--- config.mk ---
export PLATFORM = sky130hd
export DESIGN_NAME = tx_duc_fs4
export DESIGN_NICKNAME = d
export VERILOG_FILES = /design/src/rtl/tx_pkg.sv /design/src/rtl/tx_sync_fifo.sv /design/src/rtl/tx_duc_fs4.sv
export SDC_FILE = /design/constraint.sdc
export NUM_CORES = 1
export LEC_CHECK = 0
export BUFFER_PORTS_ARGS = -buffer_cell sky130_fd_sc_hd__buf_2
export CORE_UTILIZATION = 53
export DETAILED_ROUTE_END_ITERATION = 10
export PLACE_DENSITY = 0.8
export SYNTH_ARGS = -nofsm -noshare
export SYNTH_HDL_FRONTEND = slang
export SYNTH_SLANG_ARGS = --single-unit
--- constraint.sdc ---
create_clock -name clk -period 2.81 [get_ports clk]
set_input_delay 0.4215 -clock clk [delete_from_list [all_inputs] [get_ports clk]]
set_output_delay 0.4215 -clock clk [all_outputs]
set_load 0.01 [all_outputs]
--- src/rtl/tx_pkg.sv ---
// Shared definitions for the fs/4 TX up-converter: mixing modes, phase limit, width helper.
package tx_pkg;

  typedef enum logic [1:0] {
    TX_MODE_POS_FS4 = 2'b00,
    TX_MODE_NEG_FS4 = 2'b01,
    TX_MODE_BB      = 2'b10,
    TX_MODE_MUTE    = 2'b11
  } tx_mode_e;

  localparam logic [1:0] PH_LAST = 2'd3;

  function automatic int unsigned clog2(input int unsigned v);
    int unsigned r;
    r = 0;
    while ((64'd1 << r) < 64'(v)) r++;
    return r;
  endfunction

endpackage

--- src/rtl/tx_sync_fifo.sv ---
// Single-clock FIFO with extra-MSB pointers; head word is presented combinationally.
module tx_sync_fifo
  import tx_pkg::*;
#(
  parameter int unsigned WIDTH = 12,
  parameter int unsigned DEPTH = 4
) (
  input  logic             clk,
  input  logic             rst,
  input  logic             push,
  input  logic             pop,
  input  logic [WIDTH-1:0] wdata,
  output logic [WIDTH-1:0] rdata,
  output logic             full,
  output logic             empty
);

  localparam int unsigned AW = clog2(DEPTH);

  logic [AW:0]      wptr, rptr;
  logic [WIDTH-1:0] mem [DEPTH];
  logic             do_push, do_pop;

  // A push is refused whenever full, even if a pop frees a slot at the same edge.
  assign do_push = push && !full;
  assign do_pop  = pop && !empty;

  always_ff @(posedge clk or posedge rst) begin
    if (rst) begin
      wptr <= '0;
      rptr <= '0;
    end else begin
      if (do_push) wptr <= wptr + 1'b1;
      if (do_pop)  rptr <= rptr + 1'b1;
    end
  end

  always_ff @(posedge clk) begin
    if (do_push) mem[wptr[AW-1:0]] <= wdata;
  end

  assign rdata = mem[rptr[AW-1:0]];
  assign empty = (wptr == rptr);
  assign full  = (wptr[AW] != rptr[AW]) && (wptr[AW-1:0] == rptr[AW-1:0]);

endmodule

--- src/rtl/tx_duc_fs4.sv ---
// fs/4 digital up-converter: buffers I/Q pairs and expands each into a 4-sample symbol.
module tx_duc_fs4
  import tx_pkg::*;
#(
  parameter int unsigned DATA_W = 6,
  parameter int unsigned OUT_W  = DATA_W + 1,
  parameter int unsigned DEPTH  = 4,
  parameter int unsigned CNT_W  = 16
) (
  input  logic              clk,
  input  logic              rst,
  input  logic              en,
  input  logic [1:0]        mode,
  input  logic              clr_cnt,
  input  logic              in_valid,
  output logic              in_ready,
  input  logic [DATA_W-1:0] in_i,
  input  logic [DATA_W-1:0] in_q,
  output logic [OUT_W-1:0]  out_duc,
  output logic              out_valid,
  output logic [1:0]        phase,
  output logic [CNT_W-1:0]  underflow_cnt
);

  logic [2*DATA_W-1:0] head;
  logic                full, empty, push, pop;
  logic [1:0]          phase_q;
  tx_mode_e            mode_q, cur_mode;
  logic [DATA_W-1:0]   hold_i, hold_q, cur_i, cur_q;
  logic [OUT_W-1:0]    ext_i, ext_q, sample;

  assign in_ready = !full;
  assign push     = in_valid && !full;
  assign pop      = en && (phase_q == '0) && !empty;

  tx_sync_fifo #(
    .WIDTH(2 * DATA_W),
    .DEPTH(DEPTH)
  ) u_fifo (
    .clk  (clk),
    .rst  (rst),
    .push (push),
    .pop  (pop),
    .wdata({in_i, in_q}),
    .rdata(head),
    .full (full),
    .empty(empty)
  );

  // Phase 0 mixes straight from the FIFO head and live mode; later phases use the latched copies.
  always_comb begin
    cur_mode = mode_q;
    cur_i    = hold_i;
    cur_q    = hold_q;
    if (phase_q == '0) begin
      cur_mode = tx_mode_e'(mode);
      cur_i    = head[2*DATA_W-1:DATA_W];
      cur_q    = head[DATA_W-1:0];
    end
  end

  assign ext_i = {{(OUT_W-DATA_W){cur_i[DATA_W-1]}}, cur_i};
  assign ext_q = {{(OUT_W-DATA_W){cur_q[DATA_W-1]}}, cur_q};

  always_comb begin
    sample = '0;
    case (cur_mode)
      TX_MODE_POS_FS4:
        case (phase_q)
          2'd0:    sample = ext_i;
          2'd1:    sample = ext_q;
          2'd2:    sample = -ext_i;
          default: sample = -ext_q;
        endcase
      TX_MODE_NEG_FS4:
        case (phase_q)
          2'd0:    sample = ext_i;
          2'd1:    sample = -ext_q;
          2'd2:    sample = -ext_i;
          default: sample = ext_q;
        endcase
      TX_MODE_BB: sample = ext_i;
      default:    sample = '0;
    endcase
  end

  always_ff @(posedge clk or posedge rst) begin
    if (rst) begin
      phase_q       <= '0;
      mode_q        <= TX_MODE_POS_FS4;
      hold_i        <= '0;
      hold_q        <= '0;
      out_duc       <= '0;
      out_valid     <= 1'b0;
      phase         <= '0;
      underflow_cnt <= '0;
    end else begin
      if (clr_cnt)
        underflow_cnt <= '0;
      else if (en && (phase_q == '0) && empty && (underflow_cnt != '1))
        underflow_cnt <= underflow_cnt + 1'b1;

      if (!en) begin
        out_valid <= 1'b0;
      end else if (phase_q == '0) begin
        phase <= '0;
        if (!empty) begin
          hold_i    <= head[2*DATA_W-1:DATA_W];
          hold_q    <= head[DATA_W-1:0];
          mode_q    <= tx_mode_e'(mode);
          out_duc   <= sample;
          out_valid <= 1'b1;
          phase_q   <= 2'd1;
        end else begin
          out_duc   <= '0;
          out_valid <= 1'b0;
        end
      end else begin
        out_duc   <= sample;
        out_valid <= 1'b1;
        phase     <= phase_q;
        phase_q   <= (phase_q == PH_LAST) ? 2'd0 : phase_q + 2'd1;
      end
    end
  end

endmodule

# Yosys cells after proc, flatten, opt, wreduce, memory -nomap -nowiden
# Memories as Yosys holds them, arrays and structs flattened.
# Cells that the tools add are included.
[classes] n_mux=19 reduce_logical=15 n_addsub=6 eq_ne=10 bitwise_logic=1
[ops] operator="$pmux 7 s3" count=3
[ops] operator="$mux 16" count=2
[ops] operator="$add 16x1->16 const B" count=1
[ops] operator="$ne 16x16->1 const B" count=1
[ops] operator="$mux 7" count=2
[ops] operator="$neg 7->7" count=2
[ops] operator="$mux 6" count=2
[ops] operator="$mux 2" count=5
[ops] operator="$logic_and 1x1->1" count=8
[ops] operator="$add 3x1->3 const B" count=2
[ops] operator="$eq 2x2->1 const B" count=3
[ops] operator="$mux 1" count=5
[ops] operator="$eq 2x1->1 const B" count=2
[ops] operator="$logic_not 2->1" count=2
[ops] operator="$eq 3x3->1" count=1
[ops] operator="$reduce_and 3->1" count=1
[ops] operator="$add 2x1->2 const B" count=1
[ops] operator="$eq 2x2->1" count=1
[ops] operator="$logic_not 1->1" count=2
[ops] operator="$ne 2x2->1 const B" count=1
[ops] operator="$reduce_and 2->1" count=1
[ops] operator="$reduce_bool 2->1" count=1
[ops] operator="$ne 1x1->1" count=1
[ops] operator="$not 1->1" count=1
[totals] n_memories=1 in_bits=19 ramBits=48 ff_bits=48 word_cells=62 output_inout_bits=27
[memory_table] name="u_fifo.mem" words=4 word_bits=12 rd=1 rd_clocked_by_memory_dff=0 wr=1 line="tx_sync_fifo.sv:21" text="logic [WIDTH-1:0] mem [DEPTH];"

# Logic depth before layout (Yosys ltp)
# Gate-level depths: netlist of the first run.
[depth] depth_word=7 depth_mapped=13 depth_no_buf=12

# Modules after synthesis
# Synthesis of the first run repeated with hierarchy kept, for this count alone.
[unflattened] cells_unflattened=411 area_unflattened_um2=5033.6
[by_module_without_submodules] mod="tx_duc_fs4" instances=1 seq_area_each_um2=1051.0 area_each_um2=2781.4 cells_per_inst=298
[by_module_without_submodules] mod="tx_sync_fifo" instances=1 seq_area_each_um2=1591.5 area_each_um2=2252.2 cells_per_inst=113

# Worst setup path after synthesis of the first run
# OpenSTA, ideal clock, no wires.
[synth_timing] kind="reg2reg" startpoint="register u_fifo.rptr[1]" endpoint="register out_duc[2]" setup_ps=124 arrival_time_ps=2514 path_stages_with_launch=12 synth_period_minus_slack_ps=2638 t_required_ps=2686 n_path_buf=2 path_slack_ps=172 cell_sequence="dfrtp_1 -> clkbuf_1 -> buf_2 -> mux4_1 -> mux2i_2 -> ha_1 -> nor2_1 -> o21ai_0 -> nand3_1 -> a221oi_1 -> nor2_1 -> a211o_1"
[synth_between] elab_chain_len=7 word_cells_on_any_way=11 classes_between="add/sub: 2; eq/ne: 1; mux: 7; memory: 1"
[synth_lines] item="from (decl)" line="tx_sync_fifo.sv:20" text="logic [AW:0] wptr, rptr;"
[synth_lines] item="from (signal assigned)" line="tx_sync_fifo.sv:34" text="if (do_pop) rptr <= rptr + 1'b1;"
[synth_lines] item="$mem_v2 4x12"
[synth_lines] item="$mux 6" line="tx_duc_fs4.sv:55" text="if (phase_q == '0) begin"
[synth_lines] item="$neg 7->7, on equally long branches"
[synth_lines] item="$pmux 7 s3, on equally long branches" line="tx_duc_fs4.sv:76, tx_duc_fs4.sv:69"
[synth_lines] item="$pmux 7 s3" line="tx_duc_fs4.sv:67" text="case (cur_mode)"
[synth_lines] item="$mux 7" line="tx_duc_fs4.sv:107" text="if (!empty) begin"
[synth_lines] item="$mux 7 (*)" line="tx_duc_fs4.sv:105" text="end else if (phase_q == '0) begin"
[synth_lines] item="to (signal assigned)" line="tx_duc_fs4.sv:111" text="out_duc <= sample;"
[synth_lines] item="to (signal assigned)" line="tx_duc_fs4.sv:119" text="out_duc <= sample;"
[synth_lines] item="to (decl)" line="tx_duc_fs4.sv:19" text="output logic [OUT_W-1:0] out_duc,"
# Mark *: on every way between the ends. The rest lies on a longest branch, timed or not.
# A chain may end at the register's enable or synchronous reset.

# Final worst setup path of the first run
[layout_timing] startpoint="register u_fifo.rptr[0]" endpoint="register out_duc[5]"
# The elaborated chain is that of the path after synthesis.

==> impl_metrics.py, run 1 <==
metrics = {
    "pwr": {
        "p_sw_share_pct": 40.5,
        "sequentialPowerShare_pct": 35.2,
        "p_comb_share_pct": 49.5,
        "vdd_drop_max_mv": 0.539,
        "p_leak_nw": 2.19,
        "p_switching_mw": 2.43,
        "intPower_mw": 3.57,
        "pwr_density_cell_mw_per_mm2": 1110,
        "power_frac_clock_pct": 15.3,
    },
    "sta": {
        "worst_slack_ns": 0.217,
        "period_needed_ns": 2.59,
        "hold_slack_ns": 0.256,
        "grt_setup_unrepaired": "yes",
        "finalHoldViolations": 0,
        "tightest_slew_ns": 0.979,
        "fmax_mhz": 386,
        "setup_violations": 0,
        "skew_ns": 0.0162,
        "fin_crit_sh_pct": 92.3,
        "relSlewSlack_pct": 34.6,
        "slew_viol_final": 0,
    },
    "global_route": {
        "grt_max_degree": 49,
        "antenna_found_initial": 0,
        "top_usage_layer": "met2",
        "track_usage_pct": 20.9,
        "grt.met2_usage_pct": 32.6,
        "grt_pass1_wl_um": 15400,
        "grt_use_met3_pct": 5.27,
        "first_global_vias": 3054,
        "grt_overflow_total": 0,
        "met1_usage_pct": 29.1,
    },
    "floorplan": {
        "io_pins": 46,
        "fp.dieW_um": 96.9,
        "design.die.area_sq_mm": 0.00939,
        "rows": 34,
        "die_y_um": 96.9,
        "start_util_pct": 54.7,
        "core-area_sq_mm": 0.00872,
    },
    "worst_setup_path": {
        "crit_type": "register to register",
        "path_max_fanout": 11,
        "startpoint_type": "register",
        "crit_family": "multiplexers",
        "cp_data_arrival_time_ns": 2.85,
        "ff2ff_path_depth": 7,
        "regToRegSetupSlack_ns": 0.22,
        "crit_path_start": "u_fifo.rptr[0]$_DFFE_PP0P_",
        "slowest_delay_ns": 0.59,
        "r2r_start": "u_fifo.rptr[0]$_DFFE_PP0P_",
        "end_kind": "register",
        "cp_cell_sequence": "buf_4 > mux4_2 > mux2i_1 > nor4_2 > and3b_1 > nand2_1 > a221o_1",
        "cp_num_buf_inv": 1,
        "cp_slowest_cell": "mux4_2",
        "reg2reg_to": "out_duc[5]$_DFFE_PP0P_",
        "cp.required_ns": 3.07,
    },
    "min_path": {
        "min_path_cells": 1,
        "min_from": "in_i[0]",
        "worstHoldEndpoint": "u_fifo.mem[0][6]$_DFFE_PP_",
        "hp-class": "input pin to register",
    },
    "finish": {
        "final-seq-area_sq_mm": 0.00264,
        "antenna_cells": 0,
        "layout.cells.most_common_list": "dfrtp_1, edfxtp_1, buf_2",
        "multiInputGateArea_sq_mm": 0.00200,
        "area_growth_pct": 12.8,
        "num-fill-cells": 645,
        "final_nets": 459,
        "layout-drive-gt1-share_pct": 27.8,
        "final_cells": 540,
    },
    "logic_synthesis": {
        "yosysWarningCount": 0,
        "syn-cell-area_sq_mm": 0.00477,
        "synth-async-reset-ratio_pct": 50.0,
        "synthCells": 378,
        "ys_seq_area_share_pct": 55.4,
        "synth_nets": 410,
        "synth_edf_count": 48,
        "avgSynthCellArea_sq_um": 12.6,
        "synth_cell_types": 61,
        "synth-main-ff-cell": "edfxtp_1",
        "synth_seq_cells": 96,
    },
    "clock_tree": {
        "path_clk_slew_ns": 0.11,
        "cts_tree": "yes",
        "clock_latency_ns": 0.37,
        "htree_levels": 3,
        "cts_setup_buffers": 0,
        "root_buffer": "clkbuf_8",
        "cts_buffer_depth": 2,
        "clock-sinks": 96,
        "cts_buffers": 9,
    },
    "placed_design": {
        "placed_cells": 523,
        "dp_hpwl_um": 6430,
        "gp_congestion": 0.851,
        "io_buffers": 45,
        "preCtsSetupSlack_ns": 0.218,
    },
    "drt": {
        "drcViolationCount": 0,
        "dr_total_vias": 3181,
        "post_drt_wl_per_cell_um": 17.2,
        "vias_per_cell": 5.89,
        "ant_nets": 0,
        "drtIter0Drc": 248,
        "routed_wl_um": 9260,
        "drtPass1Iterations": 5,
    },
    "run": {
        "maxCapViolations": 0,
    },
    "status": {
        "outcome": "finished clean",
    },
}
## kinds of logic (layout without fill, tap and decap cells)
logic type | Yosys count | in the layout | synth area share [%]
mux | 42 | 42 | 13.6
compound gates | 63 | 63 | 8.81
fa+ha+maj | 13 | 13 | 3.41
buf+inv | 32 | 86 | 3.25
simple gates | 110 | 110 | 11.5
xor+xnor | 22 | 22 | 4.04
flops | 96 | 96 | 55.4
## metal layers
metal / share of wire (%) / wire [um]
met5: 0 / 0
met4: 1.5 / 142
met3: 4.7 / 431
met2: 49 / 4520
met1: 45 / 4170
## worst reg2reg max path: stages (launching register included)
cell	delay [ns]
dfrtp_1	0.43
buf_4	0.27
mux4_2	0.59
mux2i_1	0.45
nor4_2	0.09
and3b_1	0.28
nand2_1	0.06
a221o_1	0.31
## flip-flops by register name, summed over array words and instances (netlist names)
register / flops
hold_i: 6
phase_q: 2
out_duc: 7
hold_q: 6
u_fifo.mem: 48
mode_q: 2
underflow_cnt: 16
u_fifo.rptr: 3
u_fifo.wptr: 3
phase: 2
out_valid: 1
## power by group through the flow
stage               logic, mW  registers, mW  clock network (mW)
global placement         2.75           2.12                   0
detailed placement       2.84           2.14                   0
floorplan                2.20           2.09                   0
finish                   2.97           2.11               0.920
global route             3.27           2.16                1.00
CTS                      2.87           2.11               0.938
## layout make-up
| cell class | instances | area share (%) |
|---|---|---|
| sequential | 96 | 49.1 |
| multi-input combinational | 250 | 37.1 |
| timing repair buffer | 58 | 6.55 |
| tap | 108 | 2.51 |
| clock buffer | 9 | 2.30 |
| clock inverter | 7 | 1.65 |
| inverter | 12 | 0.836 |
## timing repair
action                     CTS  global route
hold buffers                 0             0
resized for setup            0             5
setup endpoints to repair    0             3
hold endpoints to repair     0             0
## worst max-delay path by stage
stage,endpoint,cells past startpoint
finish,out_duc[5]$_DFFE_PP0P_,7
global route,out_duc[2]$_DFFE_PP0P_,9
CTS,out_duc[2]$_DFFE_PP0P_,11
detailed placement,out_duc[6]$_DFFE_PP0P_,8
global placement,out_duc[2]$_DFFE_PP0P_,9
floorplan,out_duc[2]$_DFFE_PP0P_,11
## Yosys cell counts, types with 2 or more instances
cell type,instances,area [sq um]
ha_1,13,163
o21ai_1,3,15.0
clkbuf_1,9,33.8
xor2_1,16,140
buf_2,5,25.0
mux2i_1,7,70.1
o31ai_1,3,22.5
o22ai_1,2,12.5
dfrtp_1,48,1200
nor3_1,7,35.0
mux4_2,11,248
mux2_2,16,180
mux4_1,2,52.6
buf_1,2,7.51
inv_1,12,45.0
a211oi_1,2,15.0
a21oi_1,14,70.1
nand2_1,27,101
nand4_1,11,68.8
o221ai_1,2,17.5
a221oi_1,2,17.5
or3_1,3,18.8
nor2_1,34,128
o211ai_1,5,37.5
mux2i_2,4,55.1
a22oi_1,3,22.5
mux2i_4,2,45.0
and3_1,8,50.1
o21ai_0,14,70.1
xnor2_1,6,52.6
edfxtp_1,48,1440
nand3_1,8,40.0
## metrics by stage
| step | TNS (ns) | total power, mW | area (sq um) | utilization [%] |
|---|---|---|---|---|
| after global routing | -0.0259 | 6.43 | 5390 | 61.8 |
| after global placement | 0 | 4.87 | 5130 | 58.8 |
| after floorplan | 0 | 4.29 | 4770 | - |
| after detailed placement | 0 | 4.98 | 5130 | 58.8 |
| after CTS | 0 | 5.92 | 5340 | 61.2 |
| final | 0 | 6.00 | 5390 | 61.8 |
Power figures use the tool's default switching activity.
==> run 2: changes to the inputs <==
Settings changed: CORE_MARGIN from default to 4, CTS_CLUSTER_SIZE from default to 24.
==> impl_metrics.py, run 2 (synthesis results as in run 1) <==
metrics = {
    "status": {
        "outcome": "finished clean",
    },
    "finish": {
        "layout-drive-gt1-share_pct": 27.4,
        "largest_register_ffs": 48,
        "antenna_cells": 0,
        "final_common_cell": "edfxtp_1",
        "area_growth_pct": 11.7,
        "final_nets": 458,
        "layout.cells.most_common_list": "edfxtp_1, dfrtp_1, buf_2",
        "num-fill-cells": 654,
        "stdcell_area_sq_mm": 0.00533,
        "post-route-util_pct": 60.9,
    },
    "sta": {
        "hold_slack_ns": 0.256,
        "skew_ns": 0.0131,
        "fmax_mhz": 378,
        "period_needed_ns": 2.64,
        "slew_viol_final": 0,
        "finalHoldViolations": 0,
        "setup_violations": 0,
        "relSlewSlack_pct": 34.8,
        "tightest_slew_ns": 0.976,
        "fin_crit_sh_pct": 94.0,
        "fin_setup_tns_ns": 0,
        "grt_setup_unrepaired": "yes",
    },
    "clock_tree": {
        "cts_resized": 0,
        "htree_levels": 3,
        "clock_latency_ns": 0.37,
        "clock-sinks": 96,
        "cts_buffers": 9,
        "cts_setup_buffers": 0,
        "cts_tree": "yes",
        "path_clk_slew_ns": 0.11,
        "root_buffer": "clkbuf_8",
        "holdBufCountCts": 0,
        "cts_buffer_depth": 2,
    },
    "floorplan": {
        "io_pins": 46,
        "core-area_sq_mm": 0.00876,
        "start_util_pct": 54.5,
        "fp.dieW_um": 103,
        "die_y_um": 103,
        "design.die.area_sq_mm": 0.0106,
        "rows": 34,
    },
    "worst_setup_path": {
        "path_max_fanout": 6,
        "startpoint_type": "register",
        "end_kind": "register",
        "cp_data_arrival_time_ns": 2.91,
        "cp.required_ns": 3.08,
        "crit_type": "register to register",
    },
    "drt": {
        "ant_nets": 0,
        "top_layer": "met4",
        "dr_wl_met3_um": 418,
        "met2_length_um": 4440,
        "dr_total_vias": 3169,
        "vias_per_cell": 5.88,
        "drtIter0Drc": 125,
        "drtPass1Iterations": 5,
        "post_drt_wl_per_cell_um": 17.0,
        "drcViolationCount": 0,
        "wl_met1_um": 4130,
        "routed_wl_um": 9160,
    },
    "placed_design": {
        "place_area_sq_mm": 0.00513,
        "gp_congestion": 0.931,
        "io_buffers": 45,
        "dp_hpwl_um": 6630,
    },
    "min_path": {
        "hp-class": "input pin to asynchronous set/reset pin",
    },
    "global_route": {
        "antenna_found_initial": 0,
        "grt_max_degree": 49,
        "grt_overflow_total": 0,
        "first_global_vias": 3159,
        "grt_pass1_wl_um": 15700,
        "track_usage_pct": 19.2,
    },
    "pwr": {
        "p_leak_nw": 2.17,
        "vdd_drop_max_mv": 0.552,
        "pwr_density_cell_mw_per_mm2": 1110,
        "p_total_mw": 5.91,
    },
    "run": {
        "maxCapViolations": 0,
    },
}
[run 2: layout make-up]
class / count / area [sq um] / share of cell area, %
clock buffers: 9 / 124 / 2.32
clock inverters: 7 / 76.3 / 1.43
inverters: 12 / 45.0 / 0.844
multi-input cells: 250 / 1980 / 37.2
flip-flops and latches: 96 / 2640 / 49.6
well taps: 108 / 135 / 2.53
repair buffers: 57 / 328 / 6.15
[run 2: worst paths after layout]
check | from | to | slack (ns) | depth (start not counted)
worst max-delay path | u_fifo.rptr[0]$_DFFE_PP0P_ | out_duc[2]$_DFFE_PP0P_ | 0.17 | 9
min in group clk | in_q[4] | u_fifo.mem[0][4]$_DFFE_PP_ | 0.26 | 1
worst min-delay path | rst | out_duc[0]$_DFFE_PP0P_ | 0.26 | 2
max in group asynchronous | rst | u_fifo.rptr[0]$_DFFE_PP0P_ | 1.88 | 2
worst max register to register | u_fifo.rptr[0]$_DFFE_PP0P_ | out_duc[2]$_DFFE_PP0P_ | 0.17 | 9
worst min register to register | u_fifo.wptr[2]$_DFFE_PP0P_ | u_fifo.wptr[2]$_DFFE_PP0P_ | 0.49 | 1
[run 2: worst max-delay path, cell delays in order, from the launching register on]
cell	delay, ns
dfrtp_2	0.47
mux4_1	0.67
a21oi_2	0.20
ha_1	0.24
nor2_1	0.06
o21ai_1	0.14
nand3_1	0.10
a221oi_1	0.31
nor2_1	0.06
a211o_1	0.27
[run 2: stage by stage]
step           cells  setup WS [ns]
3_5_place_dp     523         0.0740
4_1_cts          539         0.0592
6_report         539          0.168
5_1_grt          539        -0.0121
3_3_place_gp     523          0.147
2_1_floorplan    378          0.172
[run 2: metal layers]
| metal | track usage, % | vias up |
|---|---|---|
| met5 | 0 | - |
| met4 | 6.57 | 0 |
| met3 | 4.19 | 14 |
| met2 | 30.3 | 86 |
| met1 | 26.7 | 1561 |
| li1 | - | 1508 |
[run 2: power breakdown]
part	switching, mW	internal [mW]	total, mW	leakage [nW]
registers	0.231	1.88	2.12	1.05
logic	1.60	1.29	2.88	1.02
clock network	0.553	0.356	0.909	0.103
total	2.38	3.53	5.91	2.17
==> run 3: changes to the inputs <==
Settings changed: CORE_UTILIZATION 53 to 30, PLACE_DENSITY 0.8 to 0.53.
==> impl_metrics.py, run 3 (synthesis results as in run 1) <==
metrics = {
    "placed_design": {
        "placed_cells": 633,
        "dp_hpwl_um": 7410,
        "gp_congestion": 0.798,
        "io_buffers": 45,
    },
    "worst_setup_path": {
        "reg2reg_to": "out_duc[2]$_DFFE_PP0P_",
        "r2r_start": "u_fifo.rptr[0]$_DFFE_PP0P_",
        "end_kind": "register",
        "regToRegSetupSlack_ns": 0.20,
        "startpoint_type": "register",
        "ff2ff_path_depth": 8,
        "crit_type": "register to register",
        "path_max_fanout": 5,
        "cp.required_ns": 3.04,
        "cp_data_arrival_time_ns": 2.84,
    },
    "run": {
        "maxCapViolations": 0,
    },
    "global_route": {
        "grt_max_degree": 24,
        "grt_pass1_wl_um": 17200,
        "track_usage_pct": 12.1,
        "grt_overflow_total": 0,
        "antenna_found_initial": 0,
        "first_global_vias": 3187,
    },
    "pwr": {
        "p_leak_nw": 2.25,
        "vdd_drop_max_mv": 0.347,
        "pwr_density_cell_mw_per_mm2": 1120,
    },
    "drt": {
        "dr_total_vias": 3167,
        "drcViolationCount": 0,
        "post_drt_wl_per_cell_um": 15.7,
        "vias_per_cell": 4.88,
        "ant_nets": 0,
        "drtPass1Iterations": 4,
        "routed_wl_um": 10200,
        "drtIter0Drc": 287,
    },
    "floorplan": {
        "rows": 45,
        "design.die.area_sq_mm": 0.0180,
        "core-area_sq_mm": 0.0154,
        "io_pins": 46,
        "fp.dieW_um": 134,
        "start_util_pct": 31.1,
        "die_y_um": 134,
    },
    "clock_tree": {
        "cts_buffers": 9,
        "clock_latency_ns": 0.35,
        "cts_buffer_depth": 2,
        "cts_tree": "yes",
        "htree_levels": 3,
        "clock-sinks": 96,
        "root_buffer": "clkbuf_16",
        "path_clk_slew_ns": 0.08,
    },
    "finish": {
        "post-route-util_pct": 36.5,
        "final_nets": 465,
        "area_growth_pct": 17.7,
        "largest_register_ffs": 48,
        "layout.cells.most_common_list": "edfxtp_1, dfrtp_1, buf_2",
        "antenna_cells": 0,
        "final_cells": 649,
        "final_common_cell": "edfxtp_1",
        "layout-drive-gt1-share_pct": 28.5,
    },
    "sta": {
        "period_needed_ns": 2.61,
        "fmax_mhz": 383,
        "tightest_slew_ns": 0.485,
        "slew_viol_final": 0,
        "finalHoldViolations": 0,
        "fin_setup_tns_ns": 0,
        "relSlewSlack_pct": 67.6,
        "fin_crit_sh_pct": 92.9,
        "skew_ns": 0.0138,
        "setup_violations": 0,
        "grt_setup_unrepaired": "no",
    },
    "status": {
        "outcome": "finished clean",
    },
    "min_path": {
        "hp-class": "input pin to asynchronous set/reset pin",
    },
}
[run 3: timing repair]
| item | CTS | global route |
|---|---|---|
| buffers inserted | 0 | 0 |
| setup endpoints to repair | 0 | 4 |
| resized for setup | 0 | 5 |
| hold buffers | 0 | 0 |
[run 3: cell type report]
| class | count | area [sq um] |
|---|---|---|
| clock buffer | 9 | 225 |
| clock inverter | 7 | 60.1 |
| fill | 1497 | 9750 |
| inverter | 12 | 45.0 |
| multi-input combinational | 250 | 1990 |
| sequential | 96 | 2640 |
| tap | 211 | 264 |
| timing repair buffer | 64 | 384 |
[run 3: power by group]
part	leakage, nW	total (mW)	switching, mW	internal [mW]
Clock	0.138	1.18	0.565	0.619
Combinational	1.06	3.00	1.66	1.34
Sequential	1.05	2.11	0.227	1.88
[run 3: worst max path at each step]
stage | start | end | slack, ns | cells after the start
3_3_place_gp | phase_q[0]$_DFFE_PP0P_ | out_duc[5]$_DFFE_PP0P_ | 0.11 | 9
3_5_place_dp | phase_q[0]$_DFFE_PP0P_ | out_duc[5]$_DFFE_PP0P_ | 0.12 | 9
6_report | u_fifo.rptr[0]$_DFFE_PP0P_ | out_duc[2]$_DFFE_PP0P_ | 0.20 | 8
2_1_floorplan | u_fifo.rptr[1]$_DFFE_PP0P_ | out_duc[2]$_DFFE_PP0P_ | 0.17 | 11
4_1_cts | u_fifo.rptr[0]$_DFFE_PP0P_ | out_duc[2]$_DFFE_PP0P_ | 0.10 | 9
5_1_grt | u_fifo.rptr[0]$_DFFE_PP0P_ | out_duc[2]$_DFFE_PP0P_ | 0.02 | 9
[run 3: worst max-delay path: stages (launching register included)]
cell and delay (ns):
dfrtp_2 0.45, mux4_2 0.54, mux2i_2 0.32, ha_1 0.30
nand4b_1 0.14, nand3_1 0.09, a221oi_1 0.30, nor2_1 0.07
a211o_1 0.27
[run 3: metal layers]
metal | wire length (um) | part of all wire (%) | global-route usage (%)
met1 | 4830 | 47 | 16.2
met2 | 4790 | 47 | 19.1
met3 | 382 | 3.7 | 2.40
met4 | 211 | 2.1 | 5.09
met5 | 0 | 0 | 0
[run 3: stage by stage]
| stage | power, mW | setup slack [ns] | cell area (sq um) | hold slack (ns) |
|---|---|---|---|---|
| floorplan | 4.29 | 0.172 | 4770 | 0.461 |
| global placement | 5.03 | 0.114 | 5310 | 0.402 |
| detailed placement | 5.10 | 0.118 | 5310 | 0.400 |
| CTS | 6.32 | 0.101 | 5600 | 0.0167 |
| global route | 6.78 | 0.0234 | 5620 | 0.0433 |
| finish | 6.30 | 0.199 | 5620 | 0.0157 |
